--- src/rtl/axi_lite_slave.sv ---
// ============================================================================
// axi_lite_slave
// ----------------------------------------------------------------------------
// Register-command front end between the processor register file and the
// image pipeline (RGB -> gray -> Sobel). On every clock edge where COMMANDER
// is high, the register selected by REG_ADDR is decoded into configuration
// outputs, BRAM read/write requests or pipeline start pulses. Read data
// returned by the BRAMs and the pipeline completion flags are collected in
// the STATUS word.
//
// Optional feature macro: AXI_SLAVE_RGB888_IN_EN
//   defined   : REG01 carries RGB888 and is reduced to RGB444 by keeping the
//               top nibble of each channel.
//   undefined : REG01[11:0] is used as the RGB444 pixel directly.
//
// Parameters
//   ADDR_W  BRAM address width (76800 pixels -> 17 bits)
//   RD_LAT  clocks from a read-request pulse to valid BRAM read data (>= 1)
//
// Ports
//   S_AXI_ACLK / S_AXI_ARESETN        clock, async active-low reset
//   REG00..REG03, REG_ADDR, COMMANDER register file contents and strobe
//   THRESHOLD_TOP, ACCESS_CONTROL     configuration from REG02
//   AXI_WRDATA_COLOR_BRAM, AXI_WRREQUEST_COLOR_BRAM, AXI_WRADDR_2COLORBRAM,
//   AXI_RDREQUEST_COLORBRAM, AXI_RECV_DATA_FR_COLORBRAM  color BRAM access
//   DONE_WRITE_COLOR_BRAM_SIGN        color load finished level
//   AXI_START_RGB2GRAY, DONE_WRITE_GRAY_BRAM_SIGN        gray stage control
//   AXI_RDADDR_2GRAYBRAM, AXI_RDREQUEST_GRAYBRAM,
//   AXI_RECV_DATA_FR_GRAYBRAM         gray BRAM read
//   AXI_START_GRAY2SOBEL, DONE_PROCESSING_SOBEL          Sobel stage control
//   RD_REQUEST_FR_AXI, AXI_RDADDR_2SOBELBRAM, SOBEL_DATA_2AXI  Sobel read
//   STATUS  {capture_valid, sobel_done, gray_done, 17'b0, read_data[11:0]}
// ============================================================================
module axi_lite_slave #(
    parameter int ADDR_W = 17,
    parameter int RD_LAT = 2
) (
    input  logic              S_AXI_ACLK,
    input  logic              S_AXI_ARESETN,
    input  logic [31:0]       REG00,
    input  logic [31:0]       REG01,
    input  logic [31:0]       REG02,
    input  logic [31:0]       REG03,
    input  logic [1:0]        REG_ADDR,
    input  logic              COMMANDER,
    output logic [17:0]       THRESHOLD_TOP,
    output logic [1:0]        ACCESS_CONTROL,
    output logic [11:0]       AXI_WRDATA_COLOR_BRAM,
    output logic              AXI_WRREQUEST_COLOR_BRAM,
    output logic              DONE_WRITE_COLOR_BRAM_SIGN,
    output logic [ADDR_W-1:0] AXI_WRADDR_2COLORBRAM,
    output logic              AXI_RDREQUEST_COLORBRAM,
    input  logic [11:0]       AXI_RECV_DATA_FR_COLORBRAM,
    output logic              AXI_START_RGB2GRAY,
    input  logic              DONE_WRITE_GRAY_BRAM_SIGN,
    output logic [ADDR_W-1:0] AXI_RDADDR_2GRAYBRAM,
    output logic              AXI_RDREQUEST_GRAYBRAM,
    input  logic [7:0]        AXI_RECV_DATA_FR_GRAYBRAM,
    output logic              AXI_START_GRAY2SOBEL,
    input  logic              DONE_PROCESSING_SOBEL,
    output logic              RD_REQUEST_FR_AXI,
    output logic [ADDR_W-1:0] AXI_RDADDR_2SOBELBRAM,
    input  logic [7:0]        SOBEL_DATA_2AXI,
    output logic [31:0]       STATUS
);

    // Counter wide enough to hold RD_LAT; it counts down to the capture edge.
    localparam int CNT_W = (RD_LAT < 2) ? 1 : $clog2(RD_LAT + 1);
    localparam logic [CNT_W-1:0] CNT_LOAD = CNT_W'(RD_LAT);
    localparam logic [CNT_W-1:0] CNT_ONE  = CNT_W'(1);
    localparam logic [CNT_W-1:0] CNT_ZERO = CNT_W'(0);

    // Which BRAM the outstanding read was issued to.
    typedef enum logic [1:0] {
        SRC_NONE  = 2'd0,
        SRC_COLOR = 2'd1,
        SRC_GRAY  = 2'd2,
        SRC_SOBEL = 2'd3
    } rd_src_e;

    logic [17:0]       thr_q,         thr_d;
    logic [1:0]        acc_q,         acc_d;
    logic [11:0]       pix_q,         pix_d;
    logic [11:0]       wdata_q,       wdata_d;
    logic [ADDR_W-1:0] caddr_q,       caddr_d;
    logic [ADDR_W-1:0] gaddr_q,       gaddr_d;
    logic [ADDR_W-1:0] saddr_q,       saddr_d;
    logic              wr_req_q,      wr_req_d;
    logic              crd_req_q,     crd_req_d;
    logic              grd_req_q,     grd_req_d;
    logic              srd_req_q,     srd_req_d;
    logic              start_gray_q,  start_gray_d;
    logic              start_sobel_q, start_sobel_d;
    logic              done_color_q,  done_color_d;
    rd_src_e           rd_src_q,      rd_src_d;
    logic [CNT_W-1:0]  rd_cnt_q,      rd_cnt_d;
    logic [11:0]       rdata_q,       rdata_d;
    logic              cap_q,         cap_d;
    logic              gray_done_q,   gray_done_d;
    logic              sobel_done_q,  sobel_done_d;

    logic [ADDR_W-1:0] cmd_addr_s;
    logic [11:0]       pixel_in_s;
    logic              capture_s;
    logic              gray_clr_s;
    logic              sobel_clr_s;
    logic              unused_s;

    assign cmd_addr_s = REG00[ADDR_W-1:0];

`ifdef AXI_SLAVE_RGB888_IN_EN
    // Keep the top nibble of each RGB888 channel.
    assign pixel_in_s = {REG01[23:20], REG01[15:12], REG01[7:4]};
`else
    assign pixel_in_s = REG01[11:0];
`endif

    // Register bits with no function in this block.
    assign unused_s = ^{REG00[31:25], REG01, REG02[29:18], REG03};

    // Next-state decode of commands, read capture and sticky flags.
    always_comb begin
        thr_d         = thr_q;
        acc_d         = acc_q;
        pix_d         = pix_q;
        wdata_d       = wdata_q;
        caddr_d       = caddr_q;
        gaddr_d       = gaddr_q;
        saddr_d       = saddr_q;
        done_color_d  = done_color_q;
        wr_req_d      = 1'b0;
        crd_req_d     = 1'b0;
        grd_req_d     = 1'b0;
        srd_req_d     = 1'b0;
        start_gray_d  = 1'b0;
        start_sobel_d = 1'b0;
        rd_src_d      = rd_src_q;
        rd_cnt_d      = rd_cnt_q;
        rdata_d       = rdata_q;
        cap_d         = cap_q;
        gray_clr_s    = 1'b0;
        sobel_clr_s   = 1'b0;
        capture_s     = (rd_cnt_q == CNT_ONE);

        if (capture_s) begin
            rd_cnt_d = CNT_ZERO;
        end else if (rd_cnt_q != CNT_ZERO) begin
            rd_cnt_d = rd_cnt_q - CNT_ONE;
        end else begin
            rd_cnt_d = rd_cnt_q;
        end

        // A capture on the same edge as a command keeps the valid flag set,
        // so the freshly captured word is never lost.
        if (capture_s) begin
            cap_d = 1'b1;
            case (rd_src_q)
                SRC_COLOR: rdata_d = AXI_RECV_DATA_FR_COLORBRAM;
                SRC_GRAY:  rdata_d = {4'd0, AXI_RECV_DATA_FR_GRAYBRAM};
                SRC_SOBEL: rdata_d = {4'd0, SOBEL_DATA_2AXI};
                default:   rdata_d = rdata_q;
            endcase
        end else if (COMMANDER) begin
            cap_d = 1'b0;
        end else begin
            cap_d = cap_q;
        end

        if (COMMANDER) begin
            case (REG_ADDR)
                2'd0: begin
                    // Priority-encoded: exactly one action per command.
                    // A read loads the countdown, restarting any pending one.
                    if (REG00[18] && REG00[17]) begin
                        caddr_d  = cmd_addr_s;
                        wdata_d  = pix_q;
                        wr_req_d = 1'b1;
                    end else if (REG00[18]) begin
                        caddr_d   = cmd_addr_s;
                        crd_req_d = 1'b1;
                        rd_src_d  = SRC_COLOR;
                        rd_cnt_d  = CNT_LOAD;
                    end else if (REG00[19]) begin
                        gaddr_d   = cmd_addr_s;
                        grd_req_d = 1'b1;
                        rd_src_d  = SRC_GRAY;
                        rd_cnt_d  = CNT_LOAD;
                    end else if (REG00[20]) begin
                        saddr_d   = cmd_addr_s;
                        srd_req_d = 1'b1;
                        rd_src_d  = SRC_SOBEL;
                        rd_cnt_d  = CNT_LOAD;
                    end else if (REG00[21]) begin
                        start_gray_d = 1'b1;
                        gray_clr_s   = 1'b1;
                    end else if (REG00[22]) begin
                        start_sobel_d = 1'b1;
                        sobel_clr_s   = 1'b1;
                    end else if (REG00[23]) begin
                        done_color_d = 1'b1;
                    end else if (REG00[24]) begin
                        done_color_d = 1'b0;
                    end else begin
                        done_color_d = done_color_q;
                    end
                end
                2'd1: begin
                    pix_d = pixel_in_s;
                end
                2'd2: begin
                    thr_d = REG02[17:0];
                    acc_d = REG02[31:30];
                end
                default: begin
                    // REG03 is reserved: nothing is decoded.
                    pix_d = pix_q;
                end
            endcase
        end else begin
            pix_d = pix_q;
        end

        // Sticky done flags: a set in the same cycle beats the start's clear.
        gray_done_d  = DONE_WRITE_GRAY_BRAM_SIGN ? 1'b1 :
                       (gray_clr_s ? 1'b0 : gray_done_q);
        sobel_done_d = DONE_PROCESSING_SOBEL ? 1'b1 :
                       (sobel_clr_s ? 1'b0 : sobel_done_q);
    end

    // State and output registers.
    always_ff @(posedge S_AXI_ACLK or negedge S_AXI_ARESETN) begin
        if (!S_AXI_ARESETN) begin
            thr_q         <= 18'd0;
            acc_q         <= 2'd0;
            pix_q         <= 12'd0;
            wdata_q       <= 12'd0;
            caddr_q       <= {ADDR_W{1'b0}};
            gaddr_q       <= {ADDR_W{1'b0}};
            saddr_q       <= {ADDR_W{1'b0}};
            wr_req_q      <= 1'b0;
            crd_req_q     <= 1'b0;
            grd_req_q     <= 1'b0;
            srd_req_q     <= 1'b0;
            start_gray_q  <= 1'b0;
            start_sobel_q <= 1'b0;
            done_color_q  <= 1'b0;
            rd_src_q      <= SRC_NONE;
            rd_cnt_q      <= CNT_ZERO;
            rdata_q       <= 12'd0;
            cap_q         <= 1'b0;
            gray_done_q   <= 1'b0;
            sobel_done_q  <= 1'b0;
        end else begin
            thr_q         <= thr_d;
            acc_q         <= acc_d;
            pix_q         <= pix_d;
            wdata_q       <= wdata_d;
            caddr_q       <= caddr_d;
            gaddr_q       <= gaddr_d;
            saddr_q       <= saddr_d;
            wr_req_q      <= wr_req_d;
            crd_req_q     <= crd_req_d;
            grd_req_q     <= grd_req_d;
            srd_req_q     <= srd_req_d;
            start_gray_q  <= start_gray_d;
            start_sobel_q <= start_sobel_d;
            done_color_q  <= done_color_d;
            rd_src_q      <= rd_src_d;
            rd_cnt_q      <= rd_cnt_d;
            rdata_q       <= rdata_d;
            cap_q         <= cap_d;
            gray_done_q   <= gray_done_d;
            sobel_done_q  <= sobel_done_d;
        end
    end

    assign THRESHOLD_TOP              = thr_q;
    assign ACCESS_CONTROL             = acc_q;
    assign AXI_WRDATA_COLOR_BRAM      = wdata_q;
    assign AXI_WRREQUEST_COLOR_BRAM   = wr_req_q;
    assign DONE_WRITE_COLOR_BRAM_SIGN = done_color_q;
    assign AXI_WRADDR_2COLORBRAM      = caddr_q;
    assign AXI_RDREQUEST_COLORBRAM    = crd_req_q;
    assign AXI_START_RGB2GRAY         = start_gray_q;
    assign AXI_RDADDR_2GRAYBRAM       = gaddr_q;
    assign AXI_RDREQUEST_GRAYBRAM     = grd_req_q;
    assign AXI_START_GRAY2SOBEL       = start_sobel_q;
    assign RD_REQUEST_FR_AXI          = srd_req_q;
    assign AXI_RDADDR_2SOBELBRAM      = saddr_q;
    assign STATUS = {cap_q, sobel_done_q, gray_done_q, 17'd0, rdata_q};

endmodule

--- config.mk ---
export PLATFORM = sky130hd
export DESIGN_NAME = axi_lite_slave
export DESIGN_NICKNAME = d
export VERILOG_FILES = /design/src/rtl/axi_lite_slave.sv
export SDC_FILE = /design/constraint.sdc
export NUM_CORES = 1
export LEC_CHECK = 0
export CAP_MARGIN = 5
export CELL_PAD_IN_SITES_DETAIL_PLACEMENT = 2
export CELL_PAD_IN_SITES_GLOBAL_PLACEMENT = 2
export CORE_AREA = 5 5 121 181
export DETAILED_ROUTE_END_ITERATION = 16
export DIE_AREA = 0 0 126 186
export GPL_TIMING_DRIVEN = 0
export MAX_ROUTING_LAYER = met4
export PLACE_DENSITY = 0.9
export SLEW_MARGIN = 20
export SYNTH_ARGS = -nofsm -noshare
export SYNTH_HDL_FRONTEND = slang
export SYNTH_SLANG_ARGS = --single-unit
--- constraint.sdc ---
create_clock -name S_AXI_ACLK -period 2.78 [get_ports S_AXI_ACLK]
set_input_delay 0.556 -clock S_AXI_ACLK [delete_from_list [all_inputs] [get_ports S_AXI_ACLK]]
set_output_delay 0.556 -clock S_AXI_ACLK [all_outputs]
set_load 0.03 [all_outputs]
=== After elaboration in Yosys (flattened, before gate mapping) ===
Cells that the tools add are included.

* Register bits after elaboration: 121
* Bits of input ports: 163
* Output and inout bits: 122
* Word-level logic and storage cells: 107

* Add/sub/neg operators: 1
* Eq/ne operators: 6
* Mux-type cells: 55
* Bitwise operators: 6
* Reductions and logical operators: 19

{| class="wikitable"
|+ Operators with widths
! kind !! count
|-
| 2-to-1 mux 1 bit || 41
|-
| case mux 12 bit (3 select lines) || 1
|-
| 2-to-1 mux 17 bit || 2
|-
| 2-to-1 mux 2 bit || 11
|-
| nonzero test 2 bit || 6
|-
| AND reduction 9 bit || 1
|-
| equality test 2 x 1 -> 1 bit, second input constant || 3
|-
| equality test 2 bit, second input constant || 3
|-
| NOT 1 bit || 6
|-
| AND reduction 2 bit || 3
|-
| AND reduction 3 bit || 2
|-
| AND reduction 6 bit || 1
|-
| nonzero test 3 bit || 2
|-
| AND reduction 5 bit || 1
|-
| AND reduction 4 bit || 1
|-
| logical NOT 2 bit || 1
|-
| subtractor 2 x 1 -> 2 bit, second input constant || 1
|-
| logical AND 1 bit || 1
|}

=== Longest topological paths before layout ===
* Depth in word-level cells: 10
* Gate-level depth with buffers: 5
* Depth with buffers taken out: 3

=== Worst setup path before layout ===
No wires, ideal clock.

* Path kind: input to register
* From: in REG_ADDR[1]
* To: reg wdata_q[2] (netlist: AXI_WRDATA_COLOR_BRAM[2])
* Library setup time: 125 ps
* Data arrival time: 1645 ps
* Required time: 2655 ps
* Path slack: 1010 ps
* Stages on the path: 4
* Buffers on the path: 1
* Cell sequence: or3b_1 > nor2_2 > buf_4 > mux2_2

* Cells in the longest elaborated chain, start to end: 2

{| class="wikitable"
|+ Ends and longest elaborated chain
! what !! RTL line !! source
|-
| from (decl) || 44 || <nowiki>input logic [1:0] REG_ADDR,</nowiki>
|-
| logical NOT 2 bit || 170 || <nowiki>case (REG_ADDR)</nowiki>
|-
| AND reduction 3 bit (no source line) || n/a ||
|-
| to (signal assigned) || 257 || <nowiki>wdata_q <= wdata_d;</nowiki>
|-
| to (decl) || 84 || <nowiki>logic [11:0] wdata_q, wdata_d;</nowiki>
|}

Every way passes these cells.
A chain may end at the register's enable or synchronous reset.

=== Worst setup path in the final report ===
* From: in COMMANDER
* To: reg caddr_q[11] (netlist: AXI_WRADDR_2COLORBRAM[11])

* Cells in the longest elaborated chain, start to end: 1

{| class="wikitable"
|+ Ends and longest elaborated chain
! what !! RTL line !! source
|-
| from (decl) || 45 || <nowiki>input logic COMMANDER,</nowiki>
|-
| AND reduction 3 bit (no source line) || n/a ||
|-
| to (signal assigned) || 237 || <nowiki>caddr_q <= {ADDR_W{1'b0}};</nowiki>
|-
| to (signal assigned) || 258 || <nowiki>caddr_q <= caddr_d;</nowiki>
|-
| to (decl) || 85 || <nowiki>logic [ADDR_W-1:0] caddr_q, caddr_d;</nowiki>
|}

Every way passes these cells.

==> results.json <==
{
  "wl_met2_um": 9150,
  "grt_max_degree": 66,
  "cts.hold.buffers_added": 0,
  "swShare_pct": 32.5,
  "fin_crit_sh_pct": 78.9,
  "end_kind": "register",
  "ir_drop_uv": 416,
  "crit_slowest_cell": "clkdlybuf4s50_1",
  "area_growth_pct": 60.7,
  "wirelength_um": 16200,
  "cts_resized": 0,
  "cp_max_fo": 10,
  "ys_ff_latch": 121,
  "die_y_um": 186,
  "cts_buffer_depth": 2,
  "drc": 0,
  "hp-class": "primary input to async pin",
  "grt_pass1_vias": 4264,
  "fin_crit_ns": 2.19,
  "path_buf_inv": 3,
  "power_frac_seq_pct": 34.0,
  "crit_required_ns": 3.07,
  "p_clk_share_pct": 33.2,
  "drive_above_1_share_pct": 29.4,
  "vias": 3500,
  "synth-edff-count": 0,
  "yosysSeqAreaShare_pct": 61.3,
  "via_per_inst": 4.18,
  "cp_top_family": "buffers and inverters",
  "tns_ns": 0,
  "met1_length_um": 5670,
  "rows": 64,
  "yosysWarnings": 0,
  "path_clk_slew_ns": 0.06,
  "async_reset_ff_share_pct": 100,
  "coreArea_um2": 20200,
  "wl_per_cell_um": 19.3,
  "die_w_um": 126,
  "cts.sinks": 121,
  "gr-total-overflow": 0,
  "clk_latency_ns": 0.41,
  "crit_chain": "clkdlybuf4s50_1, nor3b_4, and2_1, buf_6, buf_6, mux2_2",
  "clock_skew_ns": 0.00542,
  "highest_layer": "met4",
  "fill_cells": 2054,
  "ys.flop_type": "dfrtp_1",
  "synthCells": 329,
  "status": "completed",
  "yosysTopAreaCell": "dfrtp_1",
  "cts_inserted_buffers": 17,
  "die_area_um2": 23400,
  "synth_cell_types": 34,
  "critPathMostFrequentCell": "buf_6",
  "critPathLaunch": "COMMANDER",
  "p_int_mw": 4.74,
  "firstDrtPassIters": 4,
  "path_class": "primary input to register",
  "grt_pass1_wl_um": 25000,
  "rsz0062_at_grt": "no",
  "p_per_area_nw_per_um2": 884,
  "synthesis.area_um2": 4940,
  "setup_ws_ns": 0.586,
  "avgSynthCellArea_um2": 15.0,
  "power.switching_mw": 2.28,
  "leakagePower_nw": 3.48,
  "root_buffer": "clkbuf_16",
  "finalMaxSlewViolations": 0,
  "cts_tree": "done",
  "htree_levels": 4,
  "hpwl_um": 12600,
  "layout_common_cells": "clkdlybuf4s50_1, dfrtp_1, mux2_2, buf_4",
  "fmax_mhz": 456,
  "setup_violations": 0,
  "antenna_found_initial": 0,
  "post-place-ws_ns": 0.101,
  "hold_viol": 0,
  "yosys-top-cells-area": "dfrtp_1, mux2_2, buf_4, mux2_4, mux2i_1",
  "io_pins": 285,
  "met3_length_um": 925,
  "maxCapViolCount": 0,
  "arrival_ns": 2.48,
  "gp_congestion": 0.817,
  "final_common_cell": "clkdlybuf4s50_1",
  "relSlewSlack_pct": 62.4,
  "cpPeakStageDelay_ns": 0.58,
  "drt_iter0_drc": 60,
  "ant_nets": 0,
  "worst_slew_pin_slew_ns": 0.564,
  "post_cts_buffers": 0,
  "combPwrFrac_pct": 32.8,
  "diodes": 0,
  "track_usage_pct": 14.5,
  "initial_core_util_pct": 24.5,
  "start_kind": "primary input",
  "synth_top_area_share_pct": 61.3,
  "final_nets": 724,
  "r2r-start": "rd_cnt_q[1]",
  "port_buffers": 196
}
-- final cells by class --
cell class | count | area [um^2] | area share, %
clock inverter | 12 | 174 | 2.19
sequential | 121 | 3030 | 38.1
timing repair buffer | 197 | 1990 | 25.1
clock buffer | 20 | 447 | 5.62
multi-input combinational | 181 | 1680 | 21.2
tap | 264 | 330 | 4.16
buffer | 33 | 254 | 3.20
inverter | 10 | 37.5 | 0.472
-- worst paths after layout --
| check | end | slack [ns] | cells past startpoint |
|---|---|---|---|
| min in group S_AXI_ACLK | rd_cnt_q[0] | 0.47 | 1 |
| worst min register to register | rd_cnt_q[0] | 0.47 | 1 |
| worst max register to register | rdata_q[6] | 1.13 | 4 |
| worst min-delay path | THRESHOLD_TOP[16] | 0.12 | 1 |
| worst max-delay path | AXI_WRADDR_2COLORBRAM[11] | 0.59 | 6 |
| max in group asynchronous | AXI_RDADDR_2GRAYBRAM[6] | 1.92 | 2 |
-- metrics by stage --
stage	util [%]	cells	hold WS, ns	area [um^2]	power (mW)
6_report	39.4	838	0.119	7950	7.02
3_5_place_dp	36.3	806	0.466	7320	4.76
5_1_grt	39.4	838	0.156	7950	7.36
2_1_floorplan	-	345	0.260	5000	3.59
3_3_place_gp	36.2	805	0.446	7300	4.63
4_1_cts	39.4	838	0.122	7950	7.15
-- registers in the layout, summed over array words and instances (netlist names), 2 cells and up --
signal                 count
AXI_WRADDR_2COLORBRAM     17
AXI_RDADDR_2GRAYBRAM      17
rd_src_q                   2
THRESHOLD_TOP             18
AXI_RDADDR_2SOBELBRAM     17
AXI_WRDATA_COLOR_BRAM     12
rd_cnt_q                   2
ACCESS_CONTROL             2
rdata_q                   12
pix_q                     12
-- worst reg2reg max path, delay by kind of cell (launching register included) --
| kind | cells | cell delay, ns |
|---|---|---|
| and+or+nand+nor | 2 | 0.54 |
| buffers and inverters | 1 | 0.21 |
| muxes | 1 | 0.40 |
| DFF | 1 | 0.39 |
-- power by group through the flow --
stage / Clock [mW] / Sequential [mW] / Combinational (mW)
2_1_floorplan: 0 / 3.08 / 0.507
3_5_place_dp: 0 / 2.42 / 2.33
6_report: 2.33 / 2.39 / 2.30
4_1_cts: 2.40 / 2.40 / 2.35
5_1_grt: 2.50 / 2.44 / 2.41
3_3_place_gp: 0 / 2.38 / 2.25
-- cells by family after synthesis --
kind of cell | share of synthesized area, %
buffers and inverters | 5.90
and+or+nand+nor | 3.87
other | 0.0759
DFF | 61.3
AOI/OAI and AO/OA | 2.99
muxes | 25.9
-- routing by layer --
layer	GRT usage, %	up-vias
li1	-	1577
met1	14.1	1761
met2	27.0	142
met3	3.82	20
met4	5.88	0
met5	-	-
-- Yosys cell counts (all sizes together) (2+ instances only) --
library cell	instances
buf	30
nand3b	3
inv	10
o41ai	4
a21o	3
mux2i	8
o21ai	5
mux2	104
clkbuf	3
nand4	2
a21oi	8
nor2	13
dfrtp	121
nor3b	3
nand2	2
(Power assumes the default switching activity.)
